==> config.mk <==
export PLATFORM = sky130hd
export DESIGN_NAME = if_fetch_unit
export DESIGN_NICKNAME = d
export VERILOG_FILES = /design/src/rtl/if_fetch_unit.sv
export SDC_FILE = /design/constraint.sdc
export NUM_CORES = 1
export LEC_CHECK = 0
export BUFFER_PORTS_ARGS = -buffer_cell sky130_fd_sc_hd__buf_2
export CORE_ASPECT_RATIO = 0.9
export CORE_MARGIN = 8
export CORE_UTILIZATION = 53
export CTS_CLUSTER_SIZE = 28
export DETAILED_ROUTE_END_ITERATION = 7
export GPL_TIMING_DRIVEN = 0
export HOLD_SLACK_MARGIN = 0.1
export MAX_ROUTING_LAYER = met4
export PLACE_DENSITY = 0.88
export SLEW_MARGIN = 20
export SYNTH_ARGS = -nofsm -noshare
export SYNTH_HDL_FRONTEND = slang
export SYNTH_SLANG_ARGS = --single-unit
==> constraint.sdc <==
create_clock -name clk -period 2.66 [get_ports clk]
set_input_delay 0.266 -clock clk [delete_from_list [all_inputs] [get_ports clk]]
set_output_delay 0.266 -clock clk [all_outputs]
set_load 0.02 [all_outputs]
==> src/rtl/if_fetch_unit.sv <==
// ---------------------------------------------------------------------------
// if_fetch_unit
//   Instruction-fetch stage feeding the IF/ID pipeline register. It owns the
//   PC and keeps at most one req/ack transaction open to instruction memory.
//   Once a word has been fetched, it is presented as {if_pc, if_inst}. While a
//   fetch is still in flight, both outputs are zero (a bubble) and
//   stallreq_if is raised. The unit obeys stall[0], an exception flush, and
//   ID-stage branch redirects. Branches have one MIPS delay slot.
//
// Ports
//   clk, resetn        clock (rising edge); asynchronous active-low reset
//   stall[5:0]         pipeline stall vector; bit0 = PC/IF, bit2 = ID
//   flush, new_pc      exception flush and its redirect target
//   branch_flag,
//   branch_target      taken branch/jump resolved in ID, and its target
//   inst_req,
//   inst_addr          fetch request; the address is held until inst_ack
//   inst_ack,
//   inst_rdata         one-cycle acknowledge carrying the fetched word
//   if_pc, if_inst     presented instruction; both zero when none
//   stallreq_if        high while no instruction is presented
//
// Every output is decoded from registered state only.
// ---------------------------------------------------------------------------
module if_fetch_unit #(
  parameter logic [31:0] RESET_PC = 32'hBFC0_0000
) (
  input  logic        clk,
  input  logic        resetn,
  input  logic [5:0]  stall,
  input  logic        flush,
  input  logic [31:0] new_pc,
  input  logic        branch_flag,
  input  logic [31:0] branch_target,
  output logic        inst_req,
  output logic [31:0] inst_addr,
  input  logic        inst_ack,
  input  logic [31:0] inst_rdata,
  output logic [31:0] if_pc,
  output logic [31:0] if_inst,
  output logic        stallreq_if
);

  // FETCH : a request is open at addr_q.
  // READY : inst_buf_q is presented for the instruction at pc_q.
  // DRAIN : an abandoned request is still open at the old address. Its data
  //         will be thrown away; pc_q already holds the flush target.
  typedef enum logic [1:0] {
    FETCH = 2'd0,
    READY = 2'd1,
    DRAIN = 2'd2
  } state_e;

  state_e      state_q,    state_d;
  logic [31:0] pc_q,       pc_d;
  logic [31:0] addr_q,     addr_d;
  logic [31:0] inst_buf_q, inst_buf_d;
  logic        br_pend_q,  br_pend_d;
  logic [31:0] br_tgt_q,   br_tgt_d;

  logic [31:0] next_pc;
  logic        advance;
  logic        branch_take;

  // The remaining stall bits belong to later stages.
  logic unused_stall;
  assign unused_stall = ^{stall[5:3], stall[1]};

  assign branch_take = branch_flag && !stall[2];

  // A branch captured earlier takes priority: the instruction it skips past
  // (the delay slot) is the one that has just been presented.
  assign next_pc = br_pend_q   ? br_tgt_q      :
                   branch_take ? branch_target :
                                 pc_q + 32'd4;

  always_comb begin
    // NOTE: every signal assigned here is given a default first, so no path
    // through the block can leave it unassigned and infer a latch.
    state_d    = state_q;
    pc_d       = pc_q;
    inst_buf_d = inst_buf_q;
    br_pend_d  = br_pend_q;
    br_tgt_d   = br_tgt_q;
    advance    = 1'b0;

    if (flush) begin
      pc_d      = new_pc;
      br_pend_d = 1'b0;
      unique case (state_q)
        // With no ack yet, the open request must still finish at the old
        // address. An ack in the same cycle closes it, and its data is dropped.
        FETCH:   state_d = inst_ack ? FETCH : DRAIN;
        READY:   state_d = FETCH;
        DRAIN:   state_d = inst_ack ? FETCH : DRAIN;
        default: state_d = FETCH;
      endcase
    end else begin
      unique case (state_q)
        FETCH: begin
          if (inst_ack) begin
            inst_buf_d = inst_rdata;
            state_d    = READY;
          end
        end
        READY: begin
          if (!stall[0]) begin
            advance   = 1'b1;
            pc_d      = next_pc;
            br_pend_d = 1'b0;
            state_d   = FETCH;
          end
        end
        DRAIN: begin
          if (inst_ack) state_d = FETCH;
        end
        default: state_d = FETCH;
      endcase

      // A redirect that cannot be applied right now waits until the current
      // IF instruction (the delay slot) has been handed on.
      if (!advance && branch_take) begin
        br_pend_d = 1'b1;
        br_tgt_d  = branch_target;
      end
    end

    // In DRAIN the request address is frozen. In every other state, the
    // address follows the PC the next request will use.
    addr_d = (state_d == DRAIN) ? addr_q : pc_d;
  end

  // NOTE: sequential state uses non-blocking assignments only. Every flop
  // then samples its pre-edge _d value, whatever order the statements are in.
  // NOTE: inst_buf_q is a single register, not a memory array, so it is reset
  // here with the rest of the state. A reset mid-transaction leaves nothing
  // stale behind.
  always_ff @(posedge clk or negedge resetn) begin
    if (!resetn) begin
      state_q    <= FETCH;
      pc_q       <= RESET_PC;
      addr_q     <= RESET_PC;
      inst_buf_q <= '0;
      br_pend_q  <= 1'b0;
      br_tgt_q   <= '0;
    end else begin
      state_q    <= state_d;
      pc_q       <= pc_d;
      addr_q     <= addr_d;
      inst_buf_q <= inst_buf_d;
      br_pend_q  <= br_pend_d;
      br_tgt_q   <= br_tgt_d;
    end
  end

  assign inst_req    = (state_q != READY);
  assign inst_addr   = addr_q;
  assign stallreq_if = (state_q != READY);
  assign if_pc       = (state_q == READY) ? pc_q       : 32'd0;
  assign if_inst     = (state_q == READY) ? inst_buf_q : 32'd0;

endmodule

==> flow_summary.json <==
{
  "skew_ps": 10.4,
  "stdcell_area_um2": 9730,
  "dp.final_hpwl_um": 18100,
  "p_comb_frac": 0.216,
  "rsz0062_at_grt": "true",
  "dp.cells": 1089,
  "tightest_slew_ps": 948,
  "syn2layout_area_growth_pct": 35.2,
  "layout-drive-gt1-share": 0.370,
  "drtIter0Drc": 752,
  "slew_headroom": 0.362,
  "setup_viol": 0,
  "synth.distinct_cells": 66,
  "synthFlopType": "dfrtp_1",
  "clockRootBuffer": "clkbuf_16",
  "gp_congestion": 0.961,
  "outcome": "completed",
  "ios": 205,
  "critical_path.slowest_cell": "mux2_2",
  "switching_share": 0.296,
  "ys_seq_area_frac": 0.459,
  "regToRegEndpoint": "br_tgt_q[15]",
  "yosys.area.top_type_share": 0.393,
  "rrSetupSlack_ps": 110,
  "fin_cells": 1185,
  "layout_common_cells": "buf_2, dfrtp_1, mux2_2, and2_1, dlygate4sd3_1",
  "synth-edff-count": 0,
  "slew_violations": 0,
  "peakVddDrop_uv": 484,
  "cp-end-kind": "register",
  "synth_area_per_cell_um2": 9.99,
  "criticalPathCategory": "register to register",
  "finalHoldViolCount": 0,
  "grt_pass1_wl_um": 40700,
  "clk_pin_slew_ps": 60,
  "cts.sinks": 131,
  "drc": 0,
  "yosysTopAreaCell": "dfrtp_1",
  "crit_chain": "clkbuf_1, or3b_1, buf_2, nand2_1, nor2_2, buf_2, mux2_2",
  "crit_top_cell": "buf_2",
  "vias_per_cell": 6.11,
  "min_to": "br_tgt_q[29]",
  "grt_max_degree": 79,
  "final.min_clock_period_ps": 2550,
  "final_common_cell": "buf_2",
  "die_h_um": 127,
  "num-fill-cells": 933,
  "cts_tree": "yes",
  "timing.rr.start": "state_q[1]",
  "grt_overflow": 0,
  "p_clk_frac": 0.388,
  "yosys_warnings": 0,
  "hp-start": "branch_target[29]",
  "clockBufferDepth": 2,
  "row_count": 40,
  "cap_viol_max_count": 0,
  "finalCritPeriodShare": 0.959,
  "insertion_delay_ps": 420,
  "first_pass_iters": 6,
  "ant_nets": 0,
  "numCtsBuffers": 17,
  "required_ps": 2960,
  "p_int_uw": 4640,
  "p_switching_uw": 1950,
  "first_global_vias": 7382,
  "track_usage": 0.306,
  "netlist_instances": 720,
  "die_x_um": 139,
  "max_stage_delay_ps": 370,
  "hold_depth": 2,
  "vias": 7242,
  "htreeDepth": 4,
  "p_leak_uw": 0.00435,
  "max_freq_mhz": 392,
  "wl_um": 26200,
  "start_kind": "register",
  "ff2ff_path_depth": 7,
  "placed_area_um2": 8450,
  "synth_area_leaders": "dfrtp_1, mux2_2, dfstp_2",
  "critPathMaxFanout": 10,
  "p_per_area_nw_per_um2": 677,
  "initial_core_util": 0.540,
  "synth_area_um2": 7190,
  "arrival_ps": 2850,
  "syn-num-nets": 828,
  "io_buffers": 200,
  "ys_ff_latch": 131,
  "num-nets-final": 1108,
  "ys_async_sr_fraction": 1.00,
  "die-area_um2": 17600,
  "core_area_um2": 13300,
  "min_path_type": "primary input to register",
  "wl_per_cell_um": 22.1,
  "antenna_found_initial": 3,
  "power_frac_seq": 0.395
}
==> synth_stat cells (3+ instances only) <==
cell type and n:
nor4_1 6, o2bb2ai_1 4, o221a_2 3, a21o_1 3, mux2i_1 11, o31a_1 4
inv_1 7, a22oi_1 4, nand4_1 8, nand2_1 55, nand2b_1 9, buf_1 5
o31ai_1 15, clkbuf_1 39, nand3_1 18, dfstp_2 18, a221oi_1 3, or3_1 12
buf_2 12, and3_1 5, o21ai_0 31, o21a_1 3, a31o_2 5, nor2_1 45
or4_1 5, a211o_1 3, xor2_1 3, and2_1 75, a31oi_1 22, dfrtp_1 113
a21oi_1 22, and4_1 6, a32oi_1 3, o211ai_1 9, nor3_1 11, mux2_2 86
==> worst max path at each step <==
stage	startpoint	to	slack [ps]
6_report	state_q[1]	br_tgt_q[15]	110
3_3_place_gp	resetn	inst_addr[11]	-380
2_1_floorplan	state_q[1]	inst_addr[13]	600
5_1_grt	br_pend_q	inst_addr[16]	-4
4_1_cts	state_q[1]	inst_buf_q[28]	9
3_5_place_dp	br_pend_q	inst_addr[20]	-70
==> logic make-up (layout without fill, tap and decap cells) <==
kind of cell / after synthesis / after routing / share of synthesized area
AOI/OAI and AO/OA: 153 / 153 / 0.146
muxes: 97 / 97 / 0.150
buffers and inverters: 66 / 359 / 0.0372
adders and majority gates: 1 / 1 / 0.00174
DFF: 131 / 131 / 0.459
and+or+nand+nor: 269 / 269 / 0.203
other: 0 / 4 / 0
xor gates and xnor gates: 3 / 3 / 0.00365
==> worst max-delay path, delay by kind of cell, from the launching register on <==
kind	cells	cell delay [ps]
buffers and inverters	3	970
AND/OR/NAND/NOR	3	760
multiplexers	1	370
flip-flops	1	320
==> timing repair <==
item / in CTS / in global routing
buffers inserted: 0 / 0
hold buffers: 60 / 0
hold endpoints to repair: 112 / 0
resized for setup: 3 / 9
setup endpoints to repair: 9 / 50
==> layer usage <==
metal	global-route usage	routed length [um]	vias up
li1	-	-	3189
met1	0.364	10300	3510
met2	0.483	12400	468
met3	0.0810	2590	75
met4	0.139	891	0
met5	-	0	-
==> layout make-up <==
cell class                      count  area (um2)  share of cell area
Timing Repair Buffer              261        1640               0.169
Buffer                             58         246              0.0253
Multi-Input combinational cell    523        3650               0.375
Inverter                            8        30.0             0.00309
Clock inverter                     12         176              0.0181
Clock buffer                       20         467              0.0480
Sequential cell                   131        3300               0.339
Antenna cell                        4        10.0             0.00103
Tap cell                          168         210              0.0216
==> metrics by stage <==
| stage | hold WS, ps | power (uW) | utilization | setup WS [ps] | TNS [ps] |
|---|---|---|---|---|---|
| final | 105 | 6590 | 0.731 | 108 | 0 |
| after global routing | 103 | 6840 | 0.730 | -4.23 | -5.94 |
| after CTS | 100 | 6550 | 0.729 | 8.68 | 0 |
| after detailed placement | 211 | 3930 | 0.635 | -65.1 | -376 |
| after global placement | 456 | 3860 | 0.631 | -384 | -42990 |
| after floorplan | -29.6 | 3400 | - | 603 | 0 |
==> power groups by stage <==
stage                     clock, uW  sequential (uW)  combinational [uW]
after floorplan                   0             2640                 756
after global placement            0             2590                1280
after detailed placement          0             2620                1320
after CTS                      2560             2590                1400
after global routing           2670             2640                1530
final                          2560             2600                1420
==> flip-flops by register name, indices dropped and copies added, names as in the netlist <==
signal and flops:
br_tgt_q 32, pc_q 32, inst_addr 32, br_pend_q 1, state_q 2, inst_buf_q 32
(Power assumes the default switching activity.)
